### src/rtl/multicycle_pkg.sv
// Shared types and encodings for the multicycle RV32I control path: FSM states,
// opcodes, ALU operations and datapath mux selects.
package multicycle_pkg;

    typedef enum logic [3:0] {
        FETCH    = 4'd0,
        DECODE   = 4'd1,
        MEMADR   = 4'd2,
        MEMREAD  = 4'd3,
        MEMWB    = 4'd4,
        MEMWRITE = 4'd5,
        EXECR    = 4'd6,
        EXECI    = 4'd7,
        ALUWB    = 4'd8,
        JAL      = 4'd9,
        JALR     = 4'd10,
        BRANCH   = 4'd11,
        LUI      = 4'd12,
        TRAP     = 4'd13
    } state_t;

    localparam logic [6:0] OP_LOAD   = 7'b0000011;
    localparam logic [6:0] OP_STORE  = 7'b0100011;
    localparam logic [6:0] OP_R      = 7'b0110011;
    localparam logic [6:0] OP_IMM    = 7'b0010011;
    localparam logic [6:0] OP_JAL    = 7'b1101111;
    localparam logic [6:0] OP_JALR   = 7'b1100111;
    localparam logic [6:0] OP_BRANCH = 7'b1100011;
    localparam logic [6:0] OP_LUI    = 7'b0110111;
    localparam logic [6:0] OP_AUIPC  = 7'b0010111;

    localparam logic [3:0] ALU_ADD   = 4'b0000;
    localparam logic [3:0] ALU_SUB   = 4'b0001;
    localparam logic [3:0] ALU_AND   = 4'b0010;
    localparam logic [3:0] ALU_OR    = 4'b0011;
    localparam logic [3:0] ALU_XOR   = 4'b0100;
    localparam logic [3:0] ALU_SLTU  = 4'b0101;
    localparam logic [3:0] ALU_SLT   = 4'b0110;
    localparam logic [3:0] ALU_PASSB = 4'b0111;
    localparam logic [3:0] ALU_SLL   = 4'b1000;
    localparam logic [3:0] ALU_SRL   = 4'b1001;
    localparam logic [3:0] ALU_SRA   = 4'b1010;

    localparam logic [1:0] ALUOP_ADD   = 2'b00;
    localparam logic [1:0] ALUOP_SUB   = 2'b01;
    localparam logic [1:0] ALUOP_FUNCT = 2'b10;
    localparam logic [1:0] ALUOP_PASSB = 2'b11;

    localparam logic [1:0] SRCA_PC    = 2'b00;
    localparam logic [1:0] SRCA_OLDPC = 2'b01;
    localparam logic [1:0] SRCA_RS1   = 2'b10;

    localparam logic [1:0] SRCB_RS2  = 2'b00;
    localparam logic [1:0] SRCB_IMM  = 2'b01;
    localparam logic [1:0] SRCB_FOUR = 2'b10;

    localparam logic [1:0] RES_ALUOUT    = 2'b00;
    localparam logic [1:0] RES_DATA      = 2'b01;
    localparam logic [1:0] RES_ALURESULT = 2'b10;

    localparam logic [2:0] IMM_I = 3'b000;
    localparam logic [2:0] IMM_S = 3'b001;
    localparam logic [2:0] IMM_B = 3'b010;
    localparam logic [2:0] IMM_J = 3'b011;
    localparam logic [2:0] IMM_U = 3'b100;

    function automatic logic [2:0] imm_src_of(input logic [6:0] op);
        logic [2:0] sel;
        sel = IMM_I;
        case (op)
            OP_STORE:         sel = IMM_S;
            OP_BRANCH:        sel = IMM_B;
            OP_JAL:           sel = IMM_J;
            OP_LUI, OP_AUIPC: sel = IMM_U;
            default:          sel = IMM_I;
        endcase
        return sel;
    endfunction

    // Returns {defined, taken}; funct3 010/011 are not branch encodings.
    function automatic logic [1:0] branch_eval_of(input logic [2:0] f3,
                                                  input logic       zero,
                                                  input logic       slt,
                                                  input logic       ult);
        logic [1:0] res;
        res = 2'b00;
        case (f3)
            3'b000:  res = {1'b1, zero};
            3'b001:  res = {1'b1, ~zero};
            3'b100:  res = {1'b1, slt};
            3'b101:  res = {1'b1, ~slt};
            3'b110:  res = {1'b1, ult};
            3'b111:  res = {1'b1, ~ult};
            default: res = 2'b00;
        endcase
        return res;
    endfunction

endpackage

### src/rtl/multicycle_control_if.sv
// Control/flag bus between the multicycle controller (master) and the
// RV32I datapath (slave).
interface multicycle_control_if;
    logic [31:0] Instr;
    logic        Zero;
    logic        signedLess;
    logic        unsignedLess;
    logic [3:0]  ALUControl;
    logic [1:0]  ALUSrcA;
    logic [1:0]  ALUSrcB;
    logic [1:0]  ResultSrc;
    logic [2:0]  ImmSrc;
    logic        AdrSrc;
    logic        IRWrite;
    logic        PCWrite;
    logic        RegWrite;
    logic        MemWrite;
    logic        illegal_instr;
    logic [3:0]  state_o;

    modport master (
        input  Instr, Zero, signedLess, unsignedLess,
        output ALUControl, ALUSrcA, ALUSrcB, ResultSrc, ImmSrc, AdrSrc,
               IRWrite, PCWrite, RegWrite, MemWrite, illegal_instr, state_o
    );

    modport slave (
        output Instr, Zero, signedLess, unsignedLess,
        input  ALUControl, ALUSrcA, ALUSrcB, ResultSrc, ImmSrc, AdrSrc,
               IRWrite, PCWrite, RegWrite, MemWrite, illegal_instr, state_o
    );
endinterface

### src/rtl/multicycle_control_alu_decoder.sv
// ALU operation decoder: maps the FSM's coarse alu_op plus funct fields onto
// the 4-bit ALUControl, flagging R-type funct7 values outside RV32I.
module alu_decoder
    import multicycle_pkg::*;
(
    input  logic [1:0] alu_op,
    input  logic [2:0] funct3,
    input  logic [6:0] funct7,
    input  logic       op5,
    output logic [3:0] alu_control,
    output logic       illegal
);

    always_comb begin
        alu_control = ALU_ADD;
        illegal     = 1'b0;
        case (alu_op)
            ALUOP_ADD:   alu_control = ALU_ADD;
            ALUOP_SUB:   alu_control = ALU_SUB;
            ALUOP_PASSB: alu_control = ALU_PASSB;
            default: begin
                // op5 separates R-type from OP-IMM; only R-type has a real funct7
                case (funct3)
                    3'b000:  alu_control = (op5 && funct7[5]) ? ALU_SUB : ALU_ADD;
                    3'b001:  alu_control = ALU_SLL;
                    3'b010:  alu_control = ALU_SLT;
                    3'b011:  alu_control = ALU_SLTU;
                    3'b100:  alu_control = ALU_XOR;
                    3'b101:  alu_control = funct7[5] ? ALU_SRA : ALU_SRL;
                    3'b110:  alu_control = ALU_OR;
                    default: alu_control = ALU_AND;
                endcase
                illegal = op5 && (funct7 != 7'b0000000) && (funct7 != 7'b0100000);
            end
        endcase
    end

endmodule

### src/rtl/multicycle_control.sv
// Main control FSM of the multicycle RV32I datapath: sequences each
// instruction over 3-5 cycles and drives every datapath select and enable.
module multicycle_control
    import multicycle_pkg::*;
#(
    parameter bit RESET_TRAP = 1'b0
) (
    input logic                  clk,
    input logic                  rst,
    multicycle_control_if.master bus
);

    localparam state_t RESET_STATE = RESET_TRAP ? TRAP : FETCH;

    state_t     state_reg;
    state_t     state_next;

    logic [6:0] opcode;
    logic [2:0] funct3;
    logic [6:0] funct7;
    logic [1:0] branch_eval;
    logic       instr_unused;

    logic [1:0] alu_op;
    logic [3:0] alu_control;
    logic       funct_illegal;

    logic [1:0] src_a;
    logic [1:0] src_b;
    logic [1:0] result_src;
    logic       adr_src;
    logic       ir_write;
    logic       pc_write;
    logic       reg_write;
    logic       mem_write;
    logic       trap_flag;

    assign opcode      = bus.Instr[6:0];
    assign funct3      = bus.Instr[14:12];
    assign funct7      = bus.Instr[31:25];
    assign branch_eval = branch_eval_of(funct3, bus.Zero, bus.signedLess, bus.unsignedLess);
    // register indices and immediate bits are consumed by the datapath only
    assign instr_unused = ^{bus.Instr[24:15], bus.Instr[11:7]};

    alu_decoder u_alu_decoder (
        .alu_op      (alu_op),
        .funct3      (funct3),
        .funct7      (funct7),
        .op5         (opcode[5]),
        .alu_control (alu_control),
        .illegal     (funct_illegal)
    );

    always_ff @(posedge clk or posedge rst) begin
        if (rst) begin
            state_reg <= RESET_STATE;
        end else begin
            state_reg <= state_next;
        end
    end

    always_comb begin
        state_next = state_reg;
        alu_op     = ALUOP_ADD;
        src_a      = SRCA_PC;
        src_b      = SRCB_RS2;
        result_src = RES_ALUOUT;
        adr_src    = 1'b0;
        ir_write   = 1'b0;
        pc_write   = 1'b0;
        reg_write  = 1'b0;
        mem_write  = 1'b0;
        trap_flag  = 1'b0;

        case (state_reg)
            FETCH: begin
                ir_write   = 1'b1;
                src_b      = SRCB_FOUR;
                result_src = RES_ALURESULT;
                pc_write   = 1'b1;
                state_next = DECODE;
            end
            DECODE: begin
                // speculative branch/jump target: ALUOut <= OldPC + imm
                src_a = SRCA_OLDPC;
                src_b = SRCB_IMM;
                case (opcode)
                    OP_LOAD, OP_STORE: state_next = MEMADR;
                    OP_R:              state_next = EXECR;
                    OP_IMM:            state_next = EXECI;
                    OP_JAL:            state_next = JAL;
                    OP_JALR:           state_next = JALR;
                    OP_BRANCH:         state_next = BRANCH;
                    OP_LUI:            state_next = LUI;
                    OP_AUIPC:          state_next = ALUWB;
                    default:           state_next = TRAP;
                endcase
            end
            MEMADR: begin
                src_a      = SRCA_RS1;
                src_b      = SRCB_IMM;
                state_next = (opcode == OP_LOAD) ? MEMREAD : MEMWRITE;
            end
            MEMREAD: begin
                adr_src    = 1'b1;
                state_next = MEMWB;
            end
            MEMWB: begin
                result_src = RES_DATA;
                reg_write  = 1'b1;
                state_next = FETCH;
            end
            MEMWRITE: begin
                adr_src    = 1'b1;
                mem_write  = 1'b1;
                state_next = FETCH;
            end
            EXECR: begin
                src_a      = SRCA_RS1;
                src_b      = SRCB_RS2;
                alu_op     = ALUOP_FUNCT;
                state_next = funct_illegal ? TRAP : ALUWB;
            end
            EXECI: begin
                src_a      = SRCA_RS1;
                src_b      = SRCB_IMM;
                alu_op     = ALUOP_FUNCT;
                state_next = ALUWB;
            end
            ALUWB: begin
                reg_write  = 1'b1;
                state_next = FETCH;
            end
            JALR: begin
                src_a      = SRCA_RS1;
                src_b      = SRCB_IMM;
                state_next = JAL;
            end
            JAL: begin
                // PC takes the target held in ALUOut while the ALU forms the link value
                src_a      = SRCA_OLDPC;
                src_b      = SRCB_FOUR;
                pc_write   = 1'b1;
                state_next = ALUWB;
            end
            BRANCH: begin
                src_a      = SRCA_RS1;
                src_b      = SRCB_RS2;
                alu_op     = ALUOP_SUB;
                pc_write   = branch_eval[1] & branch_eval[0];
                state_next = branch_eval[1] ? FETCH : TRAP;
            end
            LUI: begin
                src_b      = SRCB_IMM;
                alu_op     = ALUOP_PASSB;
                state_next = ALUWB;
            end
            TRAP: begin
                trap_flag  = 1'b1;
                state_next = TRAP;
            end
            default: begin
                state_next = TRAP;
            end
        endcase
    end

    assign bus.ALUControl    = alu_control;
    assign bus.ALUSrcA       = src_a;
    assign bus.ALUSrcB       = src_b;
    assign bus.ResultSrc     = result_src;
    assign bus.ImmSrc        = imm_src_of(opcode);
    assign bus.AdrSrc        = adr_src;
    // enables are gated by rst so nothing commits while reset is held
    assign bus.IRWrite       = ir_write  & ~rst;
    assign bus.PCWrite       = pc_write  & ~rst;
    assign bus.RegWrite      = reg_write & ~rst;
    assign bus.MemWrite      = mem_write & ~rst;
    assign bus.illegal_instr = trap_flag & ~rst;
    assign bus.state_o       = state_reg;

endmodule

### src/flat_wrapper.sv
// flat-port wrapper written by rule: the top's interface ports become plain ports
module multicycle_control_flat import multicycle_pkg::*;
#(
    parameter bit RESET_TRAP = 1'b0
)
  (clk, rst, bus_Instr, bus_Zero, bus_signedLess, bus_unsignedLess, bus_ALUControl, bus_ALUSrcA, bus_ALUSrcB, bus_ResultSrc, bus_ImmSrc, bus_AdrSrc, bus_IRWrite, bus_PCWrite, bus_RegWrite, bus_MemWrite, bus_illegal_instr, bus_state_o);
  multicycle_control_if bus_i ();
  input logic clk;
  input logic rst;
  input wire logic [$bits(bus_i.Instr)-1:0] bus_Instr;
  input wire logic [$bits(bus_i.Zero)-1:0] bus_Zero;
  input wire logic [$bits(bus_i.signedLess)-1:0] bus_signedLess;
  input wire logic [$bits(bus_i.unsignedLess)-1:0] bus_unsignedLess;
  output wire logic [$bits(bus_i.ALUControl)-1:0] bus_ALUControl;
  output wire logic [$bits(bus_i.ALUSrcA)-1:0] bus_ALUSrcA;
  output wire logic [$bits(bus_i.ALUSrcB)-1:0] bus_ALUSrcB;
  output wire logic [$bits(bus_i.ResultSrc)-1:0] bus_ResultSrc;
  output wire logic [$bits(bus_i.ImmSrc)-1:0] bus_ImmSrc;
  output wire logic [$bits(bus_i.AdrSrc)-1:0] bus_AdrSrc;
  output wire logic [$bits(bus_i.IRWrite)-1:0] bus_IRWrite;
  output wire logic [$bits(bus_i.PCWrite)-1:0] bus_PCWrite;
  output wire logic [$bits(bus_i.RegWrite)-1:0] bus_RegWrite;
  output wire logic [$bits(bus_i.MemWrite)-1:0] bus_MemWrite;
  output wire logic [$bits(bus_i.illegal_instr)-1:0] bus_illegal_instr;
  output wire logic [$bits(bus_i.state_o)-1:0] bus_state_o;
  assign bus_i.Instr = bus_Instr;
  assign bus_i.Zero = bus_Zero;
  assign bus_i.signedLess = bus_signedLess;
  assign bus_i.unsignedLess = bus_unsignedLess;
  assign bus_ALUControl = bus_i.ALUControl;
  assign bus_ALUSrcA = bus_i.ALUSrcA;
  assign bus_ALUSrcB = bus_i.ALUSrcB;
  assign bus_ResultSrc = bus_i.ResultSrc;
  assign bus_ImmSrc = bus_i.ImmSrc;
  assign bus_AdrSrc = bus_i.AdrSrc;
  assign bus_IRWrite = bus_i.IRWrite;
  assign bus_PCWrite = bus_i.PCWrite;
  assign bus_RegWrite = bus_i.RegWrite;
  assign bus_MemWrite = bus_i.MemWrite;
  assign bus_illegal_instr = bus_i.illegal_instr;
  assign bus_state_o = bus_i.state_o;
  multicycle_control #(.RESET_TRAP(RESET_TRAP)) u_core (.clk(clk), .rst(rst), .bus(bus_i));
endmodule
### config.mk
export PLATFORM = sky130hd
export DESIGN_NAME = multicycle_control_flat
export DESIGN_NICKNAME = d
export VERILOG_FILES = /design/src/rtl/multicycle_pkg.sv /design/src/rtl/multicycle_control_if.sv /design/src/rtl/multicycle_control_alu_decoder.sv /design/src/rtl/multicycle_control.sv /design/src/flat_wrapper.sv
export SDC_FILE = /design/constraint.sdc
export NUM_CORES = 1
export LEC_CHECK = 0
export BUFFER_PORTS_ARGS = -buffer_cell sky130_fd_sc_hd__buf_2
export CAP_MARGIN = 20
export CORE_AREA = 2 2 46 48
export CTS_BUF_LIST = sky130_fd_sc_hd__clkbuf_2 sky130_fd_sc_hd__clkbuf_4 sky130_fd_sc_hd__clkbuf_8
export CTS_CLUSTER_SIZE = 25
export DETAILED_ROUTE_END_ITERATION = 8
export DIE_AREA = 0 0 48 50
export GPL_ROUTABILITY_DRIVEN = 1
export GPL_TIMING_DRIVEN = 0
export PLACE_DENSITY_LB_ADDON = 0.15
export SETUP_SLACK_MARGIN = 0.2
export SLEW_MARGIN = 20
export SYNTH_ARGS = -nofsm -noshare
export SYNTH_HDL_FRONTEND = slang
export SYNTH_SLANG_ARGS = --single-unit
export TNS_END_PERCENT = 10
### constraint.sdc
create_clock -name clk -period 2 [get_ports clk]
set_input_delay 0.3 -clock clk [delete_from_list [all_inputs] [get_ports clk]]
set_output_delay 0.3 -clock clk [all_outputs]
set_load 0.01 [all_outputs]
-- Word level (Yosys, flattened, before mapping)
Cells that the tools add are included.
- memory bits (read-only): 0
- latch bits: 0
- flip-flop bits (word level): 4
- bits in writable memories: 0
- memories: 0
- logic and storage cells: 84
- bitwise gates (word level): 10
- muxes and demuxes: 22
- shift-type cells: 0
- add/subtract/negate cells: 0
- reduce and logical (&&, ||, !) cells: 19
- equal/unequal tests: 32
- $mul: 0
- magnitude comparators: 0
- divide/modulo/power cells: 0
- operator list (operator ; number):
    4-bit case mux with 9 select lines ; 1
    4-bit case mux with 8 select lines ; 1
    4-bit case mux with 7 select lines ; 1
    4-bit equality test (second input constant) ; 6
    7-bit by 6-bit equality test with 1-bit output (second input constant) ; 3
    7-bit equality test (second input constant) ; 3
    4-bit by 3-bit equality test with 1-bit output (second input constant) ; 4
    7-bit by 5-bit equality test with 1-bit output (second input constant) ; 2
    2-bit OR reduction ; 7
    3-bit equality test (second input constant) ; 4
    2-bit case mux with 2 select lines ; 3
    2-bit case mux with 6 select lines ; 1
    3-bit case mux with 4 select lines ; 1
    4-bit case mux with 3 select lines ; 1
    5-bit OR reduction ; 2
    3-bit OR reduction ; 3
    4-bit by 2-bit equality test with 1-bit output (second input constant) ; 2
    7-bit by 2-bit equality test with 1-bit output (second input constant) ; 1
    1-bit 2-to-1 mux ; 7
    7-bit by 6-bit != test with 1-bit output (second input constant) ; 1
    7-bit nonzero test ; 1
    1-bit bitwise AND ; 6
    3-bit by 2-bit equality test with 1-bit output (second input constant) ; 2
    3-bit 2-to-1 mux ; 2
    13 further kinds ; 18

-- Depth between registers and ports, before layout
Gate-level depths: netlist (run 1).
- depth after elaboration: 8
- gate-level depth with buffers: 6
- depth with buffers taken out: 4

-- Hierarchy
From an unflattened synthesis (run 1), not the netlist that was laid out.
- cells, all modules: 112
- area total of the unflattened synthesis: 778.2 µm²
- by module, submodules not included (module ; area each (µm²) ; times used ; cells an instance):
    multicycle_control ; 659.4 ; 1 ; 93
    alu_decoder ; 118.9 ; 1 ; 19

-- Worst setup path after synthesis (run 1)
OpenSTA, ideal clock, no wires.
- path kind: flip-flop to output port
- start point: reg u_core.state_reg[3], in the netlist u_core.bus.state_o[3]
- end point: out bus_PCWrite
- path buffers: 1
- stages on the path, launching flop included: 5
- setup slack: 212 ps
- arrival: 1488 ps
- required time: 1700 ps
- cell sequence: dfrtp_1 -> buf_2 -> nor4_1 -> and2_1 -> a21o_1
- cells in the longest elaborated chain, start to end: 4
- elaborated cells between the ends (all ways): 6
- ends and longest elaborated chain (element ; line ; RTL):
    start, declared ; multicycle_control.sv:15 ; state_t state_reg;
    start signal, assigned ; multicycle_control.sv:58 ; state_reg <= state_next;
    4-bit equality test or 4-bit zero test (tied branches) ; multicycle_control.sv:75 ; case (state_reg)
    2-bit OR reduction (no source line) ; - ;
    1-bit case mux with 2 select lines * ; multicycle_control.sv:75 ;
    1-bit bitwise AND * ; multicycle_control.sv:176 ; assign bus.PCWrite = pc_write & ~rst;
    end, declared ; flat_wrapper.sv:21 ; output wire logic [$bits(bus_i.PCWrite)-1:0] bus_PCWrite;
Mark *: on every way between the ends. The rest lies on a longest branch, timed or not.

-- Worst setup path after layout (run 1)
Ends and elaborated chain as after synthesis.

==> results of run 1 <==
cell type report:
cell class	instances	area, um2	area share (%)
multi-input cells	95	618.1	52.44
repair buffers	49	277.8	23.57
well taps	27	33.78	2.866
clock buffers	3	22.52	1.911
flip-flops and latches	4	100.1	8.493
inverters	5	23.77	2.017
plain buffers	12	102.6	8.705
path summary, 6_finish.rpt:
path | from | endpoint | slack (ns) | cells after the start
max | u_core.bus.state_o[3]$_DFF_PP0_ | bus_PCWrite | 0.21 | 5
min | bus_Instr[3] | u_core.bus.state_o[1]$_DFF_PP0_ | 0.37 | 4
max reg2reg | u_core.bus.state_o[0]$_DFF_PP0_ | u_core.bus.state_o[2]$_DFF_PP0_ | 0.61 | 6
min reg2reg | u_core.bus.state_o[0]$_DFF_PP0_ | u_core.bus.state_o[1]$_DFF_PP0_ | 0.70 | 4
max in group asynchronous | rst | u_core.bus.state_o[0]$_DFF_PP0_ | 1.25 | 3
min in group asynchronous | rst | u_core.bus.state_o[2]$_DFF_PP0_ | 0.56 | 3
cell usage in the layout, fill, tap and decap left out, types with 3 or more instances in the layout:
cell type | synthesis | layout
a21oi_1 | 9 | 9
and3_1 | 3 | 3
buf_2 | 4 | 43
buf_4 | 0 | 7
buf_6 | 3 | 5
clkbuf_1 | 4 | 3
clkbuf_4 | 0 | 3
dfrtp_1 | 4 | 4
inv_1 | 4 | 4
nand2_1 | 15 | 13
nand3_1 | 4 | 4
nor2_1 | 8 | 7
nor2b_1 | 3 | 3
nor3_1 | 4 | 3
nor4_1 | 4 | 3
o21ai_1 | 3 | 3
xor2_1 | 6 | 6
kinds of logic (layout without fill, tap and decap cells):
kind of cell           after synthesis  count (layout)
XOR/XNOR                             6               6
AO/OA/AOI/OAI                       31              31
multiplexers                         3               3
AND/OR/NAND/NOR                     55              55
buffers and inverters               17              69
flip-flops                           4               4
routing by layer:
| layer | vias up | wire, um | track usage (%) | share of wire [%] |
|---|---|---|---|---|
| met3 | 3 | 146 | 1.465 | 5.9 |
| met1 | 499 | 1071 | 23.67 | 43 |
| met2 | 51 | 1252 | 36.22 | 50 |
| li1 | 532 | - | - | - |
| met5 | - | 0 | 0 | 0 |
| met4 | 0 | 16 | 6.757 | 0.64 |
repair_timing:
action	in CTS	in global routing
gates cloned	0	0
pin swaps	0	2
setup endpoints to repair	9	8
gates resized for setup	6	12
setup buffers	0	6
hold buffers	1	0
hold endpoints to repair	4	0
worst min-delay path: cells and delay by family:
family / cells / cell delay [ns]
buffers and inverters: 1 / 0.10
AO/OA/AOI/OAI: 1 / 0.04
AND/OR/NAND/NOR: 2 / 0.13
report_power, final:
group | internal [mW] | total (mW) | leakage (nW) | switching, mW
clock network | 0.0673 | 0.104 | 0.0138 | 0.0367
logic | 0.0383 | 0.0831 | 0.520 | 0.0447
registers | 0.0814 | 0.0814 | 0.0402 | 0
metrics by stage:
| stage | hold slack, ns | setup slack [ns] |
|---|---|---|
| 2_1_floorplan | 0.07633 | 0.2123 |
| 3_3_place_gp | 0.2313 | 0.2810 |
| 3_5_place_dp | 0.2375 | 0.2678 |
| 4_1_cts | 0.3708 | 0.1852 |
| 5_1_grt | 0.3808 | 0.1707 |
| 6_report | 0.3684 | 0.2131 |
==> reports/qor.txt, run 1 <==
Status = finished, final reports clean
Tmin final = 1.787 ns
WL per Instance = 12.75 um
P_leak = 0.5742 nW
Global Route Usage Sum = 20.18%
Worst skew pair latency = 0.24 ns
Final setup violation count = 0
Largest net degree at the start of global routing = 11
Startpoint Class = flip-flop
Multiplexer area fraction after synthesis = 3.925%
Slew @ Worst Pin = 0.4362 ns
Synth Area in Compound Gates = 25.90%
Clock transition at the registers of the reported paths = 0.04 ns
RSZ-0062 raised after global routing = true
Sinks on Clock Net = 4
Ys flop type = dfrtp_1
Mean Syn Cell Area = 6.871 um2
Post-route setup TNS = 0 ns
ANT cells = 0
I/O Buffers = 42
#FFs+latches synth = 4
GRT overflow = 0
Max VDD drop = 0.0001479 V
Xor and xnor fraction of the mapped netlist area = 6.593%
Layout net count = 207
Total power = 268.5 uW
Design Area, Final = 0.001179 mm2
Top-count cell post-synth = nand2_1
Pwr/cell area = 227.8 mW/mm2
Final hold viol count = 0
Final core occ = 61.97%
Synth Warn # = 0
Critical Path Fanout Max = 10
Initial DRT Pass Iterations = 4
Synth unique cells = 42
Hold Path Class = input port to flip-flop
First-pass GRT wire length = 3553 um
Max FFs per register = 4
# fillers = 174
Critical path required time = 1.70 ns
Area after DPL = 0.001041 mm2
Vias in the first global route = 867
# rows = 16
DRC Markers = 0
Adder-cell share of the synthesized area = 0%
Register area share after synthesis = 12.56%
H-tree depth = 1
Largest area contributor in the synthesized netlist = dfrtp_1
Initial Utilization = 41.91%
CTS Buf Count = 3
Fmax achieved = 559.6 MHz
Commonest cells post-synth = nand2_1 (15), a21oi_1 (9), nor2_1 (8), xor2_1 (6)
Main combinational cell family by area after synthesis = simple AND/OR/NAND/NOR gates
Max Buffers Root-to-Sink = 2
CTS root buf = clkbuf_4
Final worst clock skew = 0.008599 ns
Slew margin rel. = 70.17%
Synth Net Count = 153
Io pins = 60
CP top delay family = simple AND/OR/NAND/NOR gates
Routed WL = 2487 um
Critical path cell sequence = buf_6 > nor4_2 > and2_1 > a21o_1 > buf_2
Post-DRT Antenna Nets = 0
Async SR Flop Fraction = 100.0%
Most area-consuming cells after synthesis = dfrtp_1 (13%), nand2_1 (7.1%), xor2_1 (6.6%)
Placed cells = 185
Layout cell share with drive strength beyond 1 = 42.26%
Post-synthesis cell area = 797.0 um2
Die area = 0.002400 mm2
Final period util = 89.34%
Crit path max-delay cell type = dfrtp_1
Max cap viols = 0
Gpl congestion = 0.7280
P&R area growth vs syn = 47.88%
Vias post-DR = 1085
Core ar. = 0.001902 mm2
Top cell type's share of synthesized area = 12.56%
Final Max Slew Viols = 0
WS Path Type = flip-flop to output pin
Max stage delay on crit path = 0.38 ns
Die width = 48 um
Simple-gate share of the synthesized area = 38.15%
Number of synthesized flops with an enable pin = 0
Die H = 50 um
Bufs and invs on worst path = 2
Layout Cells excl Fill = 195
Routed vias/inst = 5.564
Syn Inst Count = 116
CP Data Arrival Time = 1.49 ns
CTS tree = built
Initial antenna violation count = 0
HPWL Detailed = 1816 um
Critical Path Sink Type = output pin
DRT iter0 DRCs = 19
Note: power is estimated with default switching activity, not from simulation.
==> run 2: changes to the inputs <==
CORE_AREA = 2 2 48 50   (was 2 2 46 48)
DIE_AREA = 0 0 50 52   (was 0 0 48 50)
SLEW_MARGIN = 40   (was 20)
clock period = 1.9 ns   (was 2 ns; I/O delays follow)
==> run 2 against run 1 <==
Register-to-register slack got worse by 0.12 ns. Largest cell class unchanged. Clock skew decreased by 0.0075 ns. Largest power group unchanged. Critical endpoint is now bus_ALUControl[1]. Sequential power increased by 5.3%. Clock-buffer cell count unchanged.
==> reports/qor.txt, run 2 (synthesis gave the netlist of run 1 again) <==
WS Path Type = flip-flop to output pin
Net Sw Power = 78.20 uW
Reg power frac = 31.2%
Critical Path Fanout Max = 7
WHS Endpoint = u_core.bus.state_o[1]$_DFF_PP0_
CTS root buf = clkbuf_4
Largest net degree at the start of global routing = 11
First-pass GRT wire length = 3939 um
Pwr/cell area = 220.1 mW/mm2
H-tree depth = 1
Core ar. = 0.002106 mm2
Io pins = 60
Top Metal Used = met4
Hold Path Class = input port to flip-flop
Routed wl met3 = 122 um
Tmin final = 1.725 ns
Crit path max-delay cell type = dfrtp_1
GRT overflow = 0
Slew margin rel. = 65.79%
Total power = 274.3 uW
Status = finished, final reports clean
Final worst clock skew = 0.001061 ns
Routed WL = 2484 um
Initial Utilization = 37.85%
Metal-1 WL = 1118 um
Worst skew pair latency = 0.23 ns
Initial DRT Pass Iterations = 4
Gpl congestion = 0.7795
Layout Cells excl Fill = 202
Initial antenna violation count = 0
DRT iter0 DRCs = 27
Die width = 50 um
Max Buffers Root-to-Sink = 2
Logic pwr share = 31.6%
Critical path required time = 1.62 ns
Design Area, Final = 0.001246 mm2
Final setup violation count = 0
Layout cell share with drive strength beyond 1 = 46.55%
I/O Buffers = 42
Slew @ Worst Pin = 0.5002 ns
Die H = 52 um
Final hold viol count = 0
Layout net count = 213
RSZ-0062 raised after global routing = true
Hold Path Depth = 4
DRC Markers = 0
Clock power frac = 37.2%
Final Max Slew Viols = 0
Max cap viols = 0
Die area = 0.002600 mm2
Sinks on Clock Net = 4
Placed cells = 186
Commonest non-fill, non-tap cell in the layout = buf_2
HPWL Detailed = 1750 um
Critical path cell sequence = buf_6 > buf_4 > nand2_2 > a211o_1 > a21boi_1 > buf_2
Area after DPL = 0.001049 mm2
Reg2reg end = u_core.bus.state_o[2]$_DFF_PP0_
Fmax achieved = 579.7 MHz
Vias post-DR = 1073
Clock transition at the registers of the reported paths = 0.04 ns
Post-DRT Antenna Nets = 0
Max stage delay on crit path = 0.35 ns
Reg2Reg Depth = 6
Most frequent cells in the layout = buf_2 (43), nand2_1 (13), buf_4 (13)
CTS tree = built
CP Data Arrival Time = 1.44 ns
Switch share = 28.51%
P&R area growth vs syn = 56.36%
# rows = 17
Internal power = 196.1 uW
Critical Path Sink Type = output pin
CTS Buf Count = 3
WL per Instance = 12.30 um
Final period util = 90.79%
Reg-to-reg startpoint = u_core.bus.state_o[1]$_DFF_PP0_
Startpoint Class = flip-flop
P_leak = 0.6063 nW
Post-route setup TNS = 0 ns
Max FFs per register = 4
Global Route Usage Sum = 19.33%
Routed vias/inst = 5.312
Reg2Reg Setup Slack = 0.49 ns
Hold Startpoint = bus_Instr[3]
Max VDD drop = 0.0001391 V
ANT cells = 0
Met2 WL = 1217 um
Vias in the first global route = 899
==> run 2: metrics by stage <==
stage / utilization [%] / setup slack, ns / hold slack (ns)
6_report: 59.18 / 0.1750 / 0.3787
5_1_grt: 59.18 / 0.1093 / 0.3895
4_1_cts: 58.05 / 0.1757 / 0.3496
3_5_place_dp: 49.79 / 0.1508 / 0.2181
3_3_place_gp: 49.79 / 0.1670 / 0.2163
2_1_floorplan: - / 0.2577 / 0.06133
==> run 2: critical path, delay by kind of cell, from the launching register on <==
family | cells | cell delay (ns)
compound gates | 2 | 0.39
buf+inv | 3 | 0.41
flops | 1 | 0.35
simple gates | 1 | 0.07
==> run 2: worst max-delay path by stage <==
stage	start	end	slack (ns)	cells after the start
finish	u_core.bus.state_o[1]$_DFF_PP0_	bus_ALUControl[1]	0.17	6
global route	u_core.bus.state_o[3]$_DFF_PP0_	bus_PCWrite	0.11	5
CTS	u_core.bus.state_o[1]$_DFF_PP0_	bus_ALUSrcB[0]	0.18	5
detailed placement	u_core.bus.state_o[2]$_DFF_PP0_	bus_ALUControl[0]	0.15	5
global placement	u_core.bus.state_o[2]$_DFF_PP0_	bus_ALUControl[0]	0.17	5
floorplan	u_core.bus.state_o[3]$_DFF_PP0_	bus_PCWrite	0.26	4
==> run 2: power groups by stage <==
stage | Clock (mW) | Combinational, mW | Sequential [mW]
5_1_grt | 0.110 | 0.0955 | 0.0856
6_report | 0.102 | 0.0867 | 0.0857
4_1_cts | 0.109 | 0.0864 | 0.0857
2_1_floorplan | 0 | 0.0481 | 0.0867
3_5_place_dp | 0 | 0.0842 | 0.0867
3_3_place_gp | 0 | 0.0821 | 0.0867
==> run 2: per-layer routing <==
layer	up-vias	GRT usage, %
li1	543	-
met1	486	25.48
met2	40	31.58
met3	4	2.011
met4	0	8.796
met5	-	0
==> run 2: layout make-up <==
class                           count  area (um2)
Buffer                             12       108.9
Clock buffer                        3       22.52
Fill cell                         208       859.6
Inverter                            5       23.77
Multi-Input combinational cell     95       645.6
Sequential cell                     4       100.1
Tap cell                           28       35.03
Timing Repair Buffer               55       310.3
==> run 2: repair_timing <==
action,in CTS,in global routing
hold buffers,1,0
endpoints found under the setup margin,15,13
endpoints found under the hold margin,4,0
gates resized for setup,19,3
pin swaps,4,4
setup buffers,10,2
==> run 3: changes to the inputs <==
CORE_AREA = 2 2 46 48   (was 2 2 48 50)
DIE_AREA = 0 0 48 50   (was 0 0 50 52)
GPL_ROUTABILITY_DRIVEN = default   (was 1)
clock period = 2.1 ns   (was 1.9 ns; I/O delays follow)
==> run 3 against run 2 <==
Die area fell by 7.7%. Total power down 8.5%. Utilization fell by 3.1 points. Clock power fell by 6%. Register-to-register slack better by 0.18 ns. Non-clock buffer count shrank 13. Critical path type unchanged. Largest power group unchanged. Highest routed layer unchanged.
==> reports/qor.txt, run 3 (synthesis gave the netlist of run 1 again) <==
Vias in the first global route = 871
P_leak = 0.5263 nW
Commonest non-fill, non-tap cell in the layout = buf_2
Core ar. = 0.001902 mm2
Max FFs per register = 4
Switch share = 29.75%
Fmax achieved = 528.8 MHz
Hold buffer count at CTS = 0
Final setup violation count = 0
Initial Utilization = 41.91%
Critical Path Fanout Max = 10
DRT iter0 DRCs = 13
Setup ws final = 0.2090 ns
Layout cell share with drive strength beyond 1 = 37.89%
DRC Markers = 0
Crit path max-delay cell type = dfrtp_1
Max Buffers Root-to-Sink = 2
Post-route setup TNS = 0 ns
HPWL Detailed = 1816 um
Final Max Slew Viols = 0
Most frequent cells in the layout = buf_2 (46), nand2_1 (15), a21oi_1 (9)
Max stage delay on crit path = 0.36 ns
Clock transition at the registers of the reported paths = 0.04 ns
# fillers = 196
Vias post-DR = 1046
P&R area growth vs syn = 33.91%
Critical Path Sink Type = output pin
# rows = 16
Sinks on Clock Net = 4
RSZ-0062 raised after global routing = true
Die area = 0.002400 mm2
Status = finished, final reports clean
ANT cells = 0
Storage cell area = 100.1 um2
I/O Buffers = 42
Routed vias/inst = 5.564
Reg2Reg Depth = 6
Clock power frac = 38.4%
CTS root buf = clkbuf_4
Io pins = 60
Worst skew pair latency = 0.24 ns
Die H = 50 um
Internal power = 176.3 uW
Global Route Usage Sum = 19.76%
CTS resizes = 1
Initial antenna violation count = 0
Tmin final = 1.891 ns
Reg-to-reg startpoint = u_core.bus.state_o[0]$_DFF_PP0_
Critical path's most frequent cell = buf_2
Pwr/cell area = 235.2 mW/mm2
Slew margin rel. = 70.08%
Post-Place Setup Slack = 0.3528 ns
CP Data Arrival Time = 1.58 ns
Initial DRT Pass Iterations = 4
Gpl congestion = 0.7280
Postcts setup bufs = 0
Critical path cell sequence = buf_2 > inv_2 > nand2_1 > a211o_1 > a21boi_1 > buf_2
Routed WL = 2328 um
Startpoint Class = flip-flop
Slew @ Worst Pin = 0.4375 ns
First-pass GRT wire length = 3519 um
Net Sw Power = 74.66 uW
WL per Instance = 12.38 um
Design Area, Final = 0.001067 mm2
Reg power frac = 30.9%
Critical Path Start = u_core.bus.state_o[3]$_DFF_PP0_
Final period util = 90.05%
Area after DPL = 0.001041 mm2
Max VDD drop = 0.0001440 V
Layout net count = 200
Final hold viol count = 0
WS Path Type = flip-flop to output pin
Die width = 48 um
Max cap viols = 0
Crit path to = bus_ALUControl[1]
CTS tree = built
Largest net degree at the start of global routing = 11
Reg2Reg Setup Slack = 0.67 ns
Post-DRT Antenna Nets = 0
Area of the multi-input gates = 596.8 um2
Critical path required time = 1.78 ns
GRT overflow = 0
CTS Buf Count = 3
Logic pwr share = 30.8%
Final worst clock skew = 0.009089 ns
H-tree depth = 1
Reg2reg end = u_core.bus.state_o[2]$_DFF_PP0_
Hold Path Class = input port to async pin
-- run 3: through the flow --
| stage | hold slack [ns] | cells | util (%) | total power, mW |
|---|---|---|---|---|
| global route | 0.01104 | 188 | 56.12 | 0.2699 |
| floorplan | 0.09133 | 116 | - | 0.1220 |
| global placement | 0.2463 | 185 | 54.74 | 0.1524 |
| finish | 0.0009854 | 188 | 56.12 | 0.2510 |
| CTS | 0.003478 | 188 | 55.99 | 0.2517 |
| detailed placement | 0.2525 | 185 | 54.74 | 0.1549 |
-- run 3: power groups by stage --
stage	Combinational [mW]	Sequential, mW	Clock [mW]
after floorplan	0.0435	0.0785	0
final	0.0772	0.0775	0.0963
after global placement	0.0739	0.0785	0
after CTS	0.0767	0.0775	0.0975
after global routing	0.0856	0.0774	0.107
after detailed placement	0.0764	0.0785	0
-- run 3: per-layer routing --
layer / up-vias / track usage, % / share of wire (%)
met5: - / 0 / 0
met4: 0 / 6.757 / 0.69
met3: 3 / 1.465 / 6.2
met2: 48 / 35.33 / 49
met1: 477 / 23.23 / 44
li1: 518 / - / -
-- run 3: area by class of cell --
| cell class | count | share of cell area, % |
|---|---|---|
| Multi-Input combinational cell | 95 | 55.92 |
| Inverter | 5 | 1.759 |
| Timing Repair Buffer | 42 | 19.70 |
| Buffer | 12 | 7.972 |
| Sequential cell | 4 | 9.379 |
| Clock buffer | 3 | 2.110 |
| Tap cell | 27 | 3.165 |
-- run 3: worst min-delay path by stage --
| stage | from | to | slack (ns) | depth (start not counted) |
|---|---|---|---|---|
| after global placement | rst | u_core.bus.state_o[3]$_DFF_PP0_ | 0.25 | 2 |
| after global routing | rst | u_core.bus.state_o[2]$_DFF_PP0_ | 0.01 | 2 |
| after CTS | rst | u_core.bus.state_o[2]$_DFF_PP0_ | 0.003 | 2 |
| after detailed placement | rst | u_core.bus.state_o[2]$_DFF_PP0_ | 0.25 | 2 |
| final | rst | u_core.bus.state_o[2]$_DFF_PP0_ | 0.001 | 2 |
| after floorplan | rst | u_core.bus.state_o[0]$_DFF_PP0_ | 0.09 | 1 |
-- run 3: critical path: cells and delay by family, from the launching register on --
family / cells / cell delay [ns]
DFF: 1 / 0.36
buffers and inverters: 3 / 0.47
AOI/OAI and AO/OA: 2 / 0.41
and+or+nand+nor: 1 / 0.10
